===== src/rtl/input_controller_if.sv =====
// ============================================================================
// Module   : input_controller_if
// Brief    : Gamepad pin bundle between the poller and the off-chip 4021 pad.
// Options  : INPUT_CTRL_RAW_EN adds the active-high raw button mask.
// Revision : 1.0  initial release
// ============================================================================
`default_nettype none

interface input_controller_if;
   logic       button_data_in;
   logic       latch_tb;
   logic       pulse_tb;
   logic       slow_clk_tb;
   logic [3:0] button_data_out_tb;
`ifdef INPUT_CTRL_RAW_EN
   logic [7:0] buttons_raw_tb;

   modport master (
      input  button_data_in,
      output latch_tb, pulse_tb, slow_clk_tb, button_data_out_tb, buttons_raw_tb
   );
   modport slave (
      output button_data_in,
      input  latch_tb, pulse_tb, slow_clk_tb, button_data_out_tb, buttons_raw_tb
   );
`else
   modport master (
      input  button_data_in,
      output latch_tb, pulse_tb, slow_clk_tb, button_data_out_tb
   );
   modport slave (
      output button_data_in,
      input  latch_tb, pulse_tb, slow_clk_tb, button_data_out_tb
   );
`endif
endinterface

`default_nettype wire


===== src/rtl/input_controller.sv =====
// ============================================================================
// Module   : input_controller
// Brief    : NES gamepad (4021) poller: slow-clock divider, latch/pulse
//            sequencing, serial sampling and priority-encoded button code.
// Options  : INPUT_CTRL_RAW_EN exports buttons_raw_tb (active-high mask).
// Revision : 1.0  initial release
// ============================================================================
`default_nettype none

module input_controller #(
   parameter int CLK_DIV_HALF = 300,
   parameter int FRAME_TICKS  = 1389
) (
   input  wire logic          clk,
   input  wire logic          reset,
   input_controller_if.master ctrl
);

   localparam int c_div_w  = (CLK_DIV_HALF > 1) ? $clog2(CLK_DIV_HALF) : 1;
   localparam int c_slot_w = 19;

   localparam logic [c_div_w-1:0]  c_div_last   = c_div_w'(CLK_DIV_HALF - 1);
   localparam logic [c_slot_w-1:0] c_slot_last  = c_slot_w'(FRAME_TICKS - 1);
   localparam logic [c_slot_w-1:0] c_slot_one   = c_slot_w'(1);
   localparam logic [c_slot_w-1:0] c_slot_dummy = c_slot_w'(8);
   localparam logic [c_slot_w-1:0] c_slot_idle0 = c_slot_w'(9);

   typedef enum logic [1:0] {
      ST_WAIT  = 2'd0,
      ST_LATCH = 2'd1,
      ST_SHIFT = 2'd2,
      ST_IDLE  = 2'd3
   } state_t;

   logic [c_div_w-1:0]  r_div_cnt;
   logic                r_slow_clk;
   state_t              r_state;
   logic [c_slot_w-1:0] r_slot;
   logic                r_latch;
   logic                r_pulse;
   logic [1:0]          r_sync;
   logic [7:0]          r_sample;
   logic [3:0]          r_code;

   logic                w_wrap;
   logic                w_rise;
   logic                w_fall;
   state_t              w_state_nxt;
   logic [c_slot_w-1:0] w_slot_nxt;
   logic                w_latch_nxt;
   logic                w_pulse_nxt;
   logic                w_sample_en;
   logic                w_load_out;
   logic [3:0]          w_code;

   assign w_wrap = (r_div_cnt == c_div_last);
   assign w_rise = w_wrap && !r_slow_clk;
   assign w_fall = w_wrap &&  r_slow_clk;

   always_ff @(posedge clk or negedge reset) begin
      if (!reset) begin
         r_div_cnt  <= '0;
         r_slow_clk <= 1'b0;
      end else if (w_wrap) begin
         r_div_cnt  <= '0;
         r_slow_clk <= ~r_slow_clk;
      end else begin
         r_div_cnt  <= r_div_cnt + c_div_w'(1);
      end
   end

   always_ff @(posedge clk or negedge reset) begin
      if (!reset) begin
         r_state <= ST_WAIT;
         r_slot  <= '0;
         r_latch <= 1'b0;
         r_pulse <= 1'b0;
      end else begin
         r_state <= w_state_nxt;
         r_slot  <= w_slot_nxt;
         r_latch <= w_latch_nxt;
         r_pulse <= w_pulse_nxt;
      end
   end

   // Slot sequencing advances on rises; falls only drop the shift pulse and sample.
   always_comb begin
      w_state_nxt = r_state;
      w_slot_nxt  = r_slot;
      w_latch_nxt = r_latch;
      w_pulse_nxt = r_pulse;
      w_sample_en = 1'b0;
      w_load_out  = 1'b0;
      if (w_rise) begin
         case (r_state)
            ST_WAIT: begin
               w_state_nxt = ST_LATCH;
               w_slot_nxt  = '0;
               w_latch_nxt = 1'b1;
               w_pulse_nxt = 1'b0;
            end
            ST_LATCH: begin
               w_state_nxt = ST_SHIFT;
               w_slot_nxt  = c_slot_one;
               w_latch_nxt = 1'b0;
               w_pulse_nxt = 1'b1;
            end
            ST_SHIFT: begin
               if (r_slot == c_slot_dummy) begin
                  w_state_nxt = ST_IDLE;
                  w_slot_nxt  = c_slot_idle0;
                  w_pulse_nxt = 1'b0;
                  w_load_out  = 1'b1;
               end else begin
                  w_slot_nxt  = r_slot + c_slot_one;
                  w_pulse_nxt = 1'b1;
               end
            end
            ST_IDLE: begin
               if (r_slot == c_slot_last) begin
                  w_state_nxt = ST_LATCH;
                  w_slot_nxt  = '0;
                  w_latch_nxt = 1'b1;
               end else begin
                  w_slot_nxt  = r_slot + c_slot_one;
               end
            end
            default: begin
               w_state_nxt = ST_WAIT;
               w_slot_nxt  = '0;
               w_latch_nxt = 1'b0;
               w_pulse_nxt = 1'b0;
            end
         endcase
      end else if (w_fall) begin
         w_pulse_nxt = 1'b0;
         // The s8 pulse only flushes the shifter and is never sampled.
         if ((r_state == ST_LATCH) || ((r_state == ST_SHIFT) && (r_slot != c_slot_dummy)))
            w_sample_en = 1'b1;
      end
   end

   always_ff @(posedge clk or negedge reset) begin
      if (!reset) begin
         r_sync   <= 2'b11;
         r_sample <= 8'hFF;
      end else begin
         r_sync <= {r_sync[0], ctrl.button_data_in};
         if (w_sample_en)
            r_sample[r_slot[2:0]] <= r_sync[1];
      end
   end

   // Lowest-index pressed button wins, so scan from Right down to A.
   always_comb begin
      w_code = 4'd0;
      for (int i = 7; i >= 0; i--) begin
         if (!r_sample[i])
            w_code = 4'(i + 1);
      end
   end

   always_ff @(posedge clk or negedge reset) begin
      if (!reset)
         r_code <= 4'd0;
      else if (w_load_out)
         r_code <= w_code;
   end

`ifdef INPUT_CTRL_RAW_EN
   logic [7:0] r_raw;

   always_ff @(posedge clk or negedge reset) begin
      if (!reset)
         r_raw <= 8'h00;
      else if (w_load_out)
         r_raw <= ~r_sample;
   end

   assign ctrl.buttons_raw_tb = r_raw;
`endif

   assign ctrl.latch_tb           = r_latch;
   assign ctrl.pulse_tb           = r_pulse;
   assign ctrl.slow_clk_tb        = r_slow_clk;
   assign ctrl.button_data_out_tb = r_code;

endmodule

`default_nettype wire


===== src/flat_wrapper.sv =====
// flat-port wrapper written by rule: the top's interface ports become plain ports
module input_controller_flat 
#(
   parameter int CLK_DIV_HALF = 300,
   parameter int FRAME_TICKS  = 1389
)
  (clk, reset, ctrl_button_data_in, ctrl_latch_tb, ctrl_pulse_tb, ctrl_slow_clk_tb, ctrl_button_data_out_tb);
  input_controller_if ctrl_i ();
  input  wire logic clk;
  input  wire logic reset;
  input wire logic [$bits(ctrl_i.button_data_in)-1:0] ctrl_button_data_in;
  output wire logic [$bits(ctrl_i.latch_tb)-1:0] ctrl_latch_tb;
  output wire logic [$bits(ctrl_i.pulse_tb)-1:0] ctrl_pulse_tb;
  output wire logic [$bits(ctrl_i.slow_clk_tb)-1:0] ctrl_slow_clk_tb;
  output wire logic [$bits(ctrl_i.button_data_out_tb)-1:0] ctrl_button_data_out_tb;
  assign ctrl_i.button_data_in = ctrl_button_data_in;
  assign ctrl_latch_tb = ctrl_i.latch_tb;
  assign ctrl_pulse_tb = ctrl_i.pulse_tb;
  assign ctrl_slow_clk_tb = ctrl_i.slow_clk_tb;
  assign ctrl_button_data_out_tb = ctrl_i.button_data_out_tb;
  input_controller #(.CLK_DIV_HALF(CLK_DIV_HALF), .FRAME_TICKS(FRAME_TICKS)) u_core (.clk(clk), .reset(reset), .ctrl(ctrl_i));
endmodule

===== config.mk =====
export PLATFORM = sky130hd
export DESIGN_NAME = input_controller_flat
export DESIGN_NICKNAME = d
export VERILOG_FILES = /design/src/rtl/input_controller_if.sv /design/src/rtl/input_controller.sv /design/src/flat_wrapper.sv
export SDC_FILE = /design/constraint.sdc
export NUM_CORES = 1
export LEC_CHECK = 0
export BUFFER_PORTS_ARGS = -buffer_cell sky130_fd_sc_hd__buf_2
export CAP_MARGIN = 20
export CORE_UTILIZATION = 24
export DETAILED_ROUTE_END_ITERATION = 7
export GPL_TIMING_DRIVEN = 1
export MAX_ROUTING_LAYER = met4
export PLACE_DENSITY = 0.46
export REMOVE_ABC_BUFFERS = 1
export SYNTH_ARGS = -nofsm -noshare
export SYNTH_HDL_FRONTEND = slang
export SYNTH_SLANG_ARGS = --single-unit

===== constraint.sdc =====
create_clock -name clk -period 3.2 [get_ports clk]
set_input_delay 0.48 -clock clk [delete_from_list [all_inputs] [get_ports clk]]
set_output_delay 0.48 -clock clk [all_outputs]
set_load 0.005 [all_outputs]

# After elaboration in Yosys (flattened, before gate mapping)
# Index checks and enable logic that the tools add are counted.
[totals] reg_bits=47 latchBits=0 ram_bits=0 rom_bits=0 in_bits=3 out_inout_bits=7 wordCells=66 memories=0
[classes] addsub=2 mul=0 n_div=0 order_cmp=2 n_eq_ne=10 n_shift=0 mux=30 n_bitwise=1 reduce_logical=12
[op_table] cell="one-hot mux 19 bit (4 select lines)" count=1
[op_table] cell="two-way mux 19 bit" count=2
[op_table] cell="two-way mux 4 bit" count=8
[op_table] cell="adder 19 x 1 -> 19 bit (second input constant)" count=1
[op_table] cell="equality test 19 x 11 -> 1 bit (second input constant)" count=1
[op_table] cell="equality test 19 x 4 -> 1 bit (second input constant)" count=1
[op_table] cell="inequality test 19 x 4 -> 1 bit (second input constant)" count=1
[op_table] cell="two-way mux 1 bit" count=11
[op_table] cell="adder 9 x 1 -> 9 bit (second input constant)" count=1
[op_table] cell="equality test 9 bit (second input constant)" count=1
[op_table] cell="two-way mux 9 bit" count=1
[op_table] cell="bitwise mux 8 bit" count=1
[op_table] cell="one-hot mux 2 bit (4 select lines)" count=1
[op_table] cell="one-hot mux 1 bit (3 select lines)" count=2
[op_table] cell="AND reduction 3 bit" count=2
[op_table] cell="equality test 2 bit (second input constant)" count=2
[op_table] cell="logical AND 1 bit" count=4
[op_table] cell="< comparator 3 x 4 -> 1 bit (second input constant)" count=1
[op_table] cell="two-way mux 2 bit" count=2
[op_table] cell="inequality test 2 x 1 -> 1 bit (second input constant)" count=2
[op_table] cell="inequality test 4 bit (second input constant)" count=1
[op_table] cell="demux 1 bit (select 3 bit)" count=1
[op_table] cell=">= comparator 3 x 1 -> 1 bit (second input constant)" count=1
[op_table] cell="nonzero test 3 bit" count=1
[op_table] cell="other kinds (7)" count=7

# Longest topological paths before layout
# Gate-level depths: netlist of run 1.
[logic_depth] word_depth=8 ltp_mapped=9 mapped_depth_nobuf=7

# Worst setup path before layout of run 1
# OpenSTA, ideal clock, no wires.
[synth_path] path_kind="reg2reg" from="register u_core.r_slot[0]" to="register u_core.r_state[1]" setup_ps=125 arrival_time_ps=2112 required_ps=3075 setup_slack_ps=964 stages_incl_launch_ff=9 path_buffers=1 synth_period_minus_slack_ps=2236 path_cell_list="dfrtp_1 inv_1 ha_1 nor4b_1 and3_1 clkbuf_1 a21boi_1 or3_1 mux2_2"
[synth_via] elab_chain_cells=3 word_cells_on_any_way=5 classes_between="4 x eq/ne; 1 x reduce/logical"
[synth_rtl] element="start, declared" line_no="input_controller.sv:38" text="logic [c_slot_w-1:0] r_slot;"
[synth_rtl] element="start signal, assigned" line_no="input_controller.sv:80" text="r_slot <= w_slot_nxt;"
[synth_rtl] element="equality test 19 x 4 -> 1 bit / equality test 19 x 11 -> 1 bit (equally long branches)" line_no="input_controller.sv:109, input_controller.sv:120"
[synth_rtl] element="inequality test 2 x 1 -> 1 bit (no source line)"
[synth_rtl] element="AND reduction 3 bit (no source line) (*)"
[synth_rtl] element="end signal, assigned" line_no="input_controller.sv:79" text="r_state <= w_state_nxt;"
[synth_rtl] element="end, declared" line_no="input_controller.sv:37" text="state_t r_state;"
# Mark *: on every way between the ends. The rest lies on a longest branch, timed or not.
# A chain may end at the register's enable or synchronous reset.

# Final worst setup path of run 1
# Same ends and word-level chain as after synthesis.

==> results of run 1 <==
==> cells in the mapped netlist <==
cell / n / area [sq um]
a21boi_0: 2 / 15.0
or4_1: 1 / 7.51
a211o_1: 1 / 8.76
o21ai_1: 1 / 5.00
nand4b_1: 2 / 17.5
buf_1: 1 / 3.75
nor3_1: 14 / 70.1
nor2_1: 30 / 113
and4_1: 3 / 26.3
xor2_1: 5 / 43.8
nand2_1: 20 / 75.1
and4b_1: 1 / 10.0
a21boi_1: 1 / 7.51
or4b_4: 1 / 13.8
and3_1: 5 / 31.3
nor2b_1: 3 / 18.8
o221ai_1: 1 / 8.76
xnor2_1: 15 / 131
nor4_4: 1 / 21.3
dfrtp_1: 37 / 926
buf_2: 1 / 5.00
nor4b_1: 2 / 17.5
o31ai_1: 1 / 7.51
o41ai_1: 2 / 17.5
dfstp_2: 10 / 263
nor3b_1: 1 / 7.51
a21oi_1: 3 / 15.0
o22ai_1: 2 / 12.5
nor4_1: 5 / 31.3
inv_1: 14 / 52.6
clkbuf_1: 4 / 15.0
mux2_2: 13 / 146
o21ai_0: 8 / 40.0
or3_1: 1 / 6.26
o211ai_1: 4 / 30.0
ha_1: 9 / 113
a31oi_1: 2 / 12.5
mux2i_1: 1 / 10.0
nand3_1: 15 / 75.1
o2111ai_1: 7 / 61.3
nand4_1: 2 / 12.5
==> logic make-up after synthesis <==
logic type / count (synthesis) / share of synthesized area, %
simple gates: 107 / 22.1
flops: 47 / 47.5
compound gates: 35 / 9.64
xor+xnor: 20 / 6.99
buf+inv: 20 / 3.05
mux: 14 / 6.24
fa+ha+maj: 9 / 4.50
==> worst max-delay path, stage by stage (launching register included) <==
cell	delay [ps]
dfrtp_1	450
inv_1	130
ha_1	220
nor4b_1	140
and3_1	250
a21boi_1	590
or3_1	260
mux2_2	340
==> final timing paths <==
check | from | endpoint | slack (ps)
hold reg to reg | u_core.r_sync[0] | u_core.r_sync[1] | 360
hold / removal | reset | u_core.ctrl.pulse_tb | 150
setup / recovery | u_core.r_slot[0] | u_core.r_state[1] | 710
max in group asynchronous | reset | u_core.r_sample[0] | 2460
setup reg to reg | u_core.r_slot[0] | u_core.r_state[1] | 710
min in group clk | ctrl_button_data_in | u_core.r_sync[0] | 270
==> cell usage in the layout, fill, tap and decap left out, drive strengths merged, types with 2 or more instances in the layout <==
master and count:
o2111ai 7, and4 3, a21boi 3, nand4b 2, o21ai 9, xnor2 15, and3 5, ha 9
nor3 14, dfrtp 37, a21oi 3, clkbuf 7, nor4b 2, nor4 6, mux2 13, xor2 5
buf 13, o211ai 4, nand2 20, o22ai 2, dfstp 10, nor2 30, nand3 15, o41ai 2
inv 14, a31oi 2, nand4 2, nor2b 3
==> sequential cells by signal, indices dropped and copies added (netlist names), 2 cells and up <==
signal and cells:
u_core.r_sync 2, u_core.r_slot 19, u_core.ctrl.button_data_out_tb 4, u_core.r_sample 8, u_core.r_state 2, u_core.r_div_cnt 9
==> power by group through the flow <==
| stage | clock network [mW] | registers (mW) | logic (mW) |
|---|---|---|---|
| 5_1_grt | 0.472 | 0.598 | 0.0184 |
| 4_1_cts | 0.451 | 0.598 | 0.0138 |
| 6_report | 0.432 | 0.598 | 0.0156 |
| 3_3_place_gp | 0 | 0.609 | 0.0137 |
| 2_1_floorplan | 0 | 0.609 | 0.0000934 |
| 3_5_place_dp | 0 | 0.609 | 0.0137 |
==> through the flow <==
step | area (sq um) | hold WS, ps | std cells
after floorplan | 2480 | 184 | 246
after global placement | 2720 | 347 | 391
after detailed placement | 2720 | 348 | 391
after CTS | 2830 | 257 | 399
after global routing | 2850 | 175 | 400
final | 2850 | 147 | 400
==> routing by layer <==
metal / part of all wire (%) / GRT usage, % / up-vias
li1: - / - / 933
met1: 53 / 15.5 / 915
met2: 43 / 15.2 / 25
met3: 1.9 / 1.32 / 11
met4: 2.1 / 4.18 / 0
met5: 0 / - / -
==> area by class of cell <==
class | count | share of cell area [%]
clock inverter | 1 | 0.176
clock buffer | 7 | 3.78
inverter | 14 | 1.85
sequential | 47 | 41.7
timing repair buffer | 13 | 3.08
multi-input combinational | 185 | 43.5
tap | 133 | 5.84
==> flow_summary.toml, run 1 <==
[clock_tree]
ctsResizeCount = 0
cts_tree = "built"
cts_made_buffers = 5
clkTransAtPathRegs_ps = 90
cts_setup_buffers = 0
clkSinkCount = 47
h-tree-depth = 2
clock_latency_ps = 310
ctsRootBufferMaster = "clkbuf_8"
cts_hold_buf = 0
clockBufferDepth = 2

[routing]
drc = 0
vias = 1884
routed_wl_microns = 5330
drtIter0Drc = 112
postRouteAntennaNets = 0
viasPerCell = 4.71
first_pass_iters = 4
avgRoutedWirePerCell_microns = 13.3

[cells_and_area]
nNetsFinal = 278
synthToLayoutAreaGrowth_pct = 13.7
multi_input_area_sq_mm = 0.00124
final_util_pct = 28.6
drive_above_1_share_pct = 17.2
fill_cells = 1024
diodes = 0
regArea_sq_mm = 0.00119

[sta]
period_minus_slack_ps = 2490
setup_viol = 0
worstMarginPinSlew_ps = 700
slew_headroom_pct = 53.2
fin_crit_sh_pct = 77.8
finalSetupTns_ps = 0
slew_violations = 0
max_freq_ghz = 0.402
final_hold_viol_count = 0
grt_setup_unrepaired = "no"
skew_ps = 7.66
worst_slack_ps = 710

[placement]
io_buffer_count = 9
post-place-ws_ps = 746
place.gp.congestion = 0.780
dp_hpwl_microns = 3720

[logic_synthesis]
seq_area_frac_synth_pct = 47.5
synth_cells = 252
yosys_warnings = 0
synth.avg_cell_area_sq_um = 9.94
synth-seq-cells = 47
syn_area_sq_mm = 0.00250
ys_types = 41

[flow_run]
cap_violations = 0

[pwr]
power_frac_seq_pct = 57.2
power_switching_mw = 0.224
swShare_pct = 21.4
vdd_drop_max_mv = 0.182
pwr-share-clk_pct = 41.3
p_int_mw = 0.821
leakage_nw = 1.19
power_density_mw_per_mm2 = 367
power_mw = 1.05
pwr-share-comb_pct = 1.5

[critical_path]
crit_type = "reg2reg"
startpoint_type = "flop"
end_kind = "flop"
critPathArrivalTime_ps = 2690
crit_fanout = 10
reg2reg_depth = 7
cp.required_ps = 3400

[die]
chipWidth_microns = 104
io_pins = 10
start_util_pct = 25.2
coreArea_sq_mm = 0.00995
rows = 36
fp.dieArea_sq_mm = 0.0108
die_h_microns = 104

[global_route]
grt_use_total_pct = 10.8
overflow = 0
grt_pass1_wl_microns = 9140
grt_antenna_before_repair = 0
grt_max_degree = 48
grt_pass1_vias = 1768

[worst_hold_path]
worstHoldPathType = "in2async"

[run_status]
status = "finished, final reports clean"
Note: power is estimated with default switching activity, not from simulation.
==> run 2: changes to the inputs <==
--- a/config.mk
+++ b/config.mk
@@ -5,13 +5,14 @@
 export SDC_FILE = /design/constraint.sdc
 export NUM_CORES = 1
 export LEC_CHECK = 0
+export ABC_AREA = 1
 export BUFFER_PORTS_ARGS = -buffer_cell sky130_fd_sc_hd__buf_2
 export CAP_MARGIN = 20
 export CORE_UTILIZATION = 24
 export DETAILED_ROUTE_END_ITERATION = 7
 export GPL_TIMING_DRIVEN = 1
 export MAX_ROUTING_LAYER = met4
-export PLACE_DENSITY = 0.46
+export PLACE_DENSITY = 0.47
 export REMOVE_ABC_BUFFERS = 1
 export SYNTH_ARGS = -nofsm -noshare
 export SYNTH_HDL_FRONTEND = slang
==> constraint.sdc (replaced) <==
create_clock -name clk -period 2.28 [get_ports clk]
set_input_delay 0.342 -clock clk [delete_from_list [all_inputs] [get_ports clk]]
set_output_delay 0.342 -clock clk [all_outputs]
set_load 0.005 [all_outputs]
==> flow_summary.toml, run 2 <==
[run_status]
status = "finished, final reports clean"

[logic_synthesis]
yosys_warnings = 0
synth.avg_cell_area_sq_um = 7.99
seq_area_frac_synth_pct = 42.9
synth_area_leaders = "dfrtp_1 33%, nand2_1 11%, dfstp_2 9.5%"
syn_area_sq_mm = 0.00277
async_flop_share_pct = 100
synth-seq-cells = 47
synth_cells = 347
post-synth-top-count-cell = "nand2_1"
synth.top_cell.area_share_pct = 33.4
synth_top_cell_by_area = "dfrtp_1"
ys_types = 33
synthTopCellsByCount = "79 x nand2_1, 41 x inv_1, 39 x nor2_1, 37 x dfrtp_1, 32 x nand3_1"
synth_edf_count = 0
ys.flop_type = "dfrtp_1"

[sta]
setup_viol = 0
slew_headroom_pct = 73.2
final_hold_viol_count = 0
slew_violations = 0
fin_worst_hold_slack_ps = 31.9
grt_setup_unrepaired = "no"
worstMarginPinSlew_ps = 399
finalSetupTns_ps = 0
max_freq_ghz = 0.534
period_minus_slack_ps = 1870
fin_crit_sh_pct = 82.1
skew_ps = 6.64

[routing]
postRouteAntennaNets = 0
avgRoutedWirePerCell_microns = 11.8
routed_wl_microns = 5980
first_pass_iters = 4
vias = 2219
drc = 0
drtIter0Drc = 116
viasPerCell = 4.39

[global_route]
grt_pass1_vias = 2149
grt_use_total_pct = 11.4
grt_max_degree = 48
grt_antenna_before_repair = 0
grt_pass1_wl_microns = 10300
overflow = 0

[placement]
place.gp.congestion = 0.828
io_buffer_count = 9
place_inst = 497
dp_hpwl_microns = 4370

[clock_tree]
cts_made_buffers = 5
h-tree-depth = 2
clock_latency_ps = 290
cts_hold_buf = 0
clockBufferDepth = 2
cts_setup_buffers = 0
cts_tree = "built"
ctsResizeCount = 0
clkSinkCount = 47
ctsRootBufferMaster = "clkbuf_16"
clkTransAtPathRegs_ps = 60

[critical_path]
end_kind = "flop"
crit_fanout = 20
r2r-start = "u_core.r_div_cnt[0]"
startpoint_type = "flop"
rr_endpoint = "u_core.r_slot[7]"
r2r_slack_ps = 410
critPathArrivalTime_ps = 2030
reg2reg_depth = 8
cp.required_ps = 2440
crit_type = "reg2reg"

[worst_hold_path]
worstHoldPathType = "in2async"

[cells_and_area]
drive_above_1_share_pct = 16.4
fill_cells = 1212
synthToLayoutAreaGrowth_pct = 13.8
layout_common_cells = "79 x nand2_1, 41 x inv_1, 39 x nor2_1"
final_common_cell = "nand2_1"
fin_cells = 505
diodes = 0
top_regs = "u_core.r_slot x19, u_core.r_div_cnt x9, u_core.r_sample x8"
largest_register_ffs = 19
top_register = "u_core.r_slot"
nNetsFinal = 376

[die]
fp.dieArea_sq_mm = 0.0120
io_pins = 10
start_util_pct = 25.1
coreArea_sq_mm = 0.0110
rows = 38
chipWidth_microns = 110
die_h_microns = 110

[pwr]
power_mw = 1.60
leakage_nw = 1.39
power_density_mw_per_mm2 = 507
vdd_drop_max_mv = 0.260

[flow_run]
cap_violations = 0
## run 2: cell count changes in the layout (fill, tap and decap cells not counted), sizes merged, moves of 7 or more
| cell | change |
|---|---|
| nand4 | +7 |
| nor2 | +18 |
| mux2 | -13 |
| xnor2 | -12 |
| nor3 | -8 |
| nand2 | +68 |
| nand3 | +19 |
| inv | +27 |
| o21ai | +15 |
| a21oi | +15 |
| o2111ai | -7 |
## run 2: logic make-up (layout without fill, tap and decap cells)
| logic type | after synthesis | in the layout | synth area share (%) |
|---|---|---|---|
| AOI/OAI and AO/OA | 49 | 49 | 10.5 |
| adders and majority gates | 9 | 9 | 4.06 |
| buffers and inverters | 45 | 63 | 6.77 |
| DFF | 47 | 47 | 42.9 |
| and+or+nand+nor | 187 | 187 | 32.7 |
| xor gates and xnor gates | 10 | 10 | 3.16 |
## run 2: metrics by stage
step	instance area [sq um]	setup slack (ps)	util (%)
finish	3160	408	28.6
global route	3160	220	28.6
CTS	3160	373	28.6
detailed placement	3010	396	27.3
global placement	3010	465	27.3
floorplan	2740	583	-
## run 2: final cells by class
cell class | count | area [sq um] | area share, %
multi-input cells | 255 | 1400 | 44.3
flip-flops and latches | 47 | 1190 | 37.6
well taps | 140 | 175 | 5.55
inverters | 41 | 154 | 4.87
clock buffers | 7 | 143 | 4.52
repair buffers | 14 | 95.1 | 3.01
clock inverters | 1 | 5.00 | 0.158
## run 2: report_power, final
group | switching (mW) | leakage (nW) | total [mW] | internal [mW]
Clock | 0.304 | 0.0739 | 0.740 | 0.435
Combinational | 0.0186 | 0.713 | 0.0236 | 0.00498
Sequential | 0.000410 | 0.606 | 0.838 | 0.838
Total | 0.324 | 1.39 | 1.60 | 1.28
## run 2: worst max-delay path by stage
| stage | start | end | slack (ps) | depth (start not counted) |
|---|---|---|---|---|
| after floorplan | u_core.r_div_cnt[0] | u_core.r_slot[7] | 580 | 8 |
| after global placement | u_core.r_div_cnt[0] | u_core.ctrl.latch_tb | 470 | 9 |
| after detailed placement | u_core.r_div_cnt[0] | u_core.r_slot[7] | 400 | 8 |
| after CTS | u_core.r_div_cnt[0] | u_core.r_slot[7] | 370 | 8 |
| after global routing | u_core.r_div_cnt[0] | u_core.r_slot[7] | 220 | 8 |
| final | u_core.r_div_cnt[0] | u_core.r_slot[7] | 410 | 8 |
## run 2: metal layers
metal / vias up / routed length (microns) / global-route usage, %
met1: 1027 / 3010 / 14.6
met4: 0 / 61 / 3.71
met5: - / 0 / -
met2: 23 / 2750 / 17.9
li1: 1164 / - / -
met3: 5 / 154 / 2.31
## run 2: worst max-delay path, stage by stage, from the launching register on
cell     delay, ps
dfrtp_1        370
ha_1           190
nand2_1        100
nor3_4         220
nand2_4        150
nor2_8         290
nand3_1        150
o21ai_0        200
a21oi_1         60
==> run 3: changes to the inputs <==
==> constraint.sdc (replaced) <==
create_clock -name clk -period 1.7 [get_ports clk]
set_input_delay 0.255 -clock clk [delete_from_list [all_inputs] [get_ports clk]]
set_output_delay 0.255 -clock clk [all_outputs]
set_load 0.005 [all_outputs]
==> flow_summary.toml, run 3 (synthesized netlist as in run 2, its figures left out) <==
[sta]
slew_violations = 0
skew_ps = 5.91
grt_setup_unrepaired = "yes"
fin_crit_sh_pct = 102
slew_headroom_pct = 72.2
worstMarginPinSlew_ps = 414
setup_viol = 13
fin_worst_hold_slack_ps = 59.7
worst_slack_ps = -31.0
period_minus_slack_ps = 1730
finalSetupTns_ps = -163
final_hold_viol_count = 0
max_freq_ghz = 0.578

[routing]
postRouteAntennaNets = 0
drc = 0
first_pass_iters = 4
routed_wl_microns = 6950
drtIter0Drc = 132
vias = 2439
viasPerCell = 4.48
avgRoutedWirePerCell_microns = 12.8

[critical_path]
crit_fanout = 5
path_cells = "ha_2 -> nand2_2 -> nor3_4 -> buf_4 -> nand3_2 -> buf_4 -> a21oi_1 -> a21oi_1"
startpoint_type = "flop"
r2r_slack_ps = -30
cp_slowest_cell = "dfrtp_1"
cp.required_ps = 1880
path_buf_inv = 2
critPathArrivalTime_ps = 1910
crit_type = "reg2reg"
cpPeakStageDelay_ps = 370
reg2reg_depth = 8
r2r-start = "u_core.r_div_cnt[0]"
rr_endpoint = "u_core.r_slot[0]"
end_kind = "flop"
crit_family = "simple AND/OR/NAND/NOR gates"

[clock_tree]
cts_made_buffers = 5
cts_tree = "built"
clock_latency_ps = 300
clkTransAtPathRegs_ps = 70
h-tree-depth = 2
ctsRootBufferMaster = "clkbuf_16"
clkSinkCount = 47
clockBufferDepth = 2

[cells_and_area]
top_register = "u_core.r_slot"
largest_register_ffs = 19
final_util_pct = 32.4
fill_cells = 1194
drive_above_1_share_pct = 29.2
final_common_cell = "nand2_1"
diodes = 0
layout_common_cells = "75 x nand2_1, 39 x inv_1, 38 x nor2_1"
nNetsFinal = 415
synthToLayoutAreaGrowth_pct = 28.9
top_regs = "u_core.r_slot x19, u_core.r_div_cnt x9, u_core.r_sample x8"

[global_route]
overflow = 0
grt_pass1_vias = 2382
grt_max_degree = 48
grt_pass1_wl_microns = 11100
grt_antenna_before_repair = 0
grt_use_total_pct = 12.3

[worst_hold_path]
worstHoldPathCells = 1
min-delay-start = "ctrl_button_data_in"
whs_endpoint = "u_core.r_sync[0]"
worstHoldPathType = "in2reg"

[pwr]
power_density_mw_per_mm2 = 602
leakage_nw = 1.57
vdd_drop_max_mv = 0.320
power_mw = 2.15

[die]
chipWidth_microns = 110
fp.dieArea_sq_mm = 0.0120
coreArea_sq_mm = 0.0110
io_pins = 10
start_util_pct = 25.1
die_h_microns = 110
rows = 38

[run_status]
violations = "setup timing"
status = "complete, but fails checks"

[placement]
dp_hpwl_microns = 4650
post-place-ws_ps = 22.1
io_buffer_count = 9
place.gp.congestion = 0.779

[flow_run]
cap_violations = 0
-- run 3: cell count changes in the layout (fill, tap and decap cells not counted), sizes merged --
| cell | previous run | this run |
|---|---|---|
| buf | 14 | 50 |
| nor2 | 48 | 49 |
| clkinvlp | 0 | 2 |
| nand3 | 34 | 35 |
| dlygate4sd3 | 0 | 1 |
| clkbuf | 7 | 5 |
-- run 3: where the power goes --
part / leakage (nW) / switching (mW) / internal, mW
clock network: 0.0658 / 0.451 / 0.543
logic: 0.904 / 0.0263 / 0.00817
registers: 0.604 / 0.000554 / 1.12
total: 1.57 / 0.478 / 1.67
-- run 3: timing repair --
item | in CTS | in global routing
pin swaps | 0 | 17
hold endpoints to repair | 37 | 0
gates cloned | 0 | 2
endpoints found under the setup margin | 1 | 34
hold buffers | 1 | 0
resized for setup | 1 | 33
setup buffers | 0 | 15
-- run 3: layout make-up --
type / instances / area [sq um] / share of cell area [%]
clock buffer: 5 / 125 / 3.50
inverter: 41 / 154 / 4.31
multi-input combinational: 257 / 1520 / 42.4
timing repair buffer: 51 / 394 / 11.0
clock inverter: 3 / 20.0 / 0.560
tap: 140 / 175 / 4.90
sequential: 47 / 1190 / 33.3
-- run 3: how the worst max path moves through the flow --
stage	startpoint	endpoint	slack [ps]	cells after the start
2_1_floorplan	u_core.r_div_cnt[0]	u_core.r_slot[7]	3	8
3_3_place_gp	u_core.r_div_cnt[0]	u_core.r_slot[7]	60	8
3_5_place_dp	u_core.r_slot[0]	u_core.r_slot[12]	20	9
4_1_cts	u_core.r_div_cnt[1]	u_core.r_sample[0]	20	8
5_1_grt	u_core.r_div_cnt[1]	u_core.r_sample[1]	-150	9
6_report	u_core.r_div_cnt[0]	u_core.r_slot[0]	-30	8
-- run 3: routing by layer --
metal	GRT usage, %	share of wire, %	vias up
met5	-	0	-
met4	4.10	1.3	0
met3	2.55	2.4	8
met2	19.2	45	26
met1	15.9	51	1164
li1	-	-	1241
-- run 3: through the flow --
stage / instance area (sq um) / instances
final: 3570 / 544
after global routing: 3570 / 544
after CTS: 3330 / 527
after detailed placement: 3170 / 518
after global placement: 3170 / 518
after floorplan: 2740 / 343
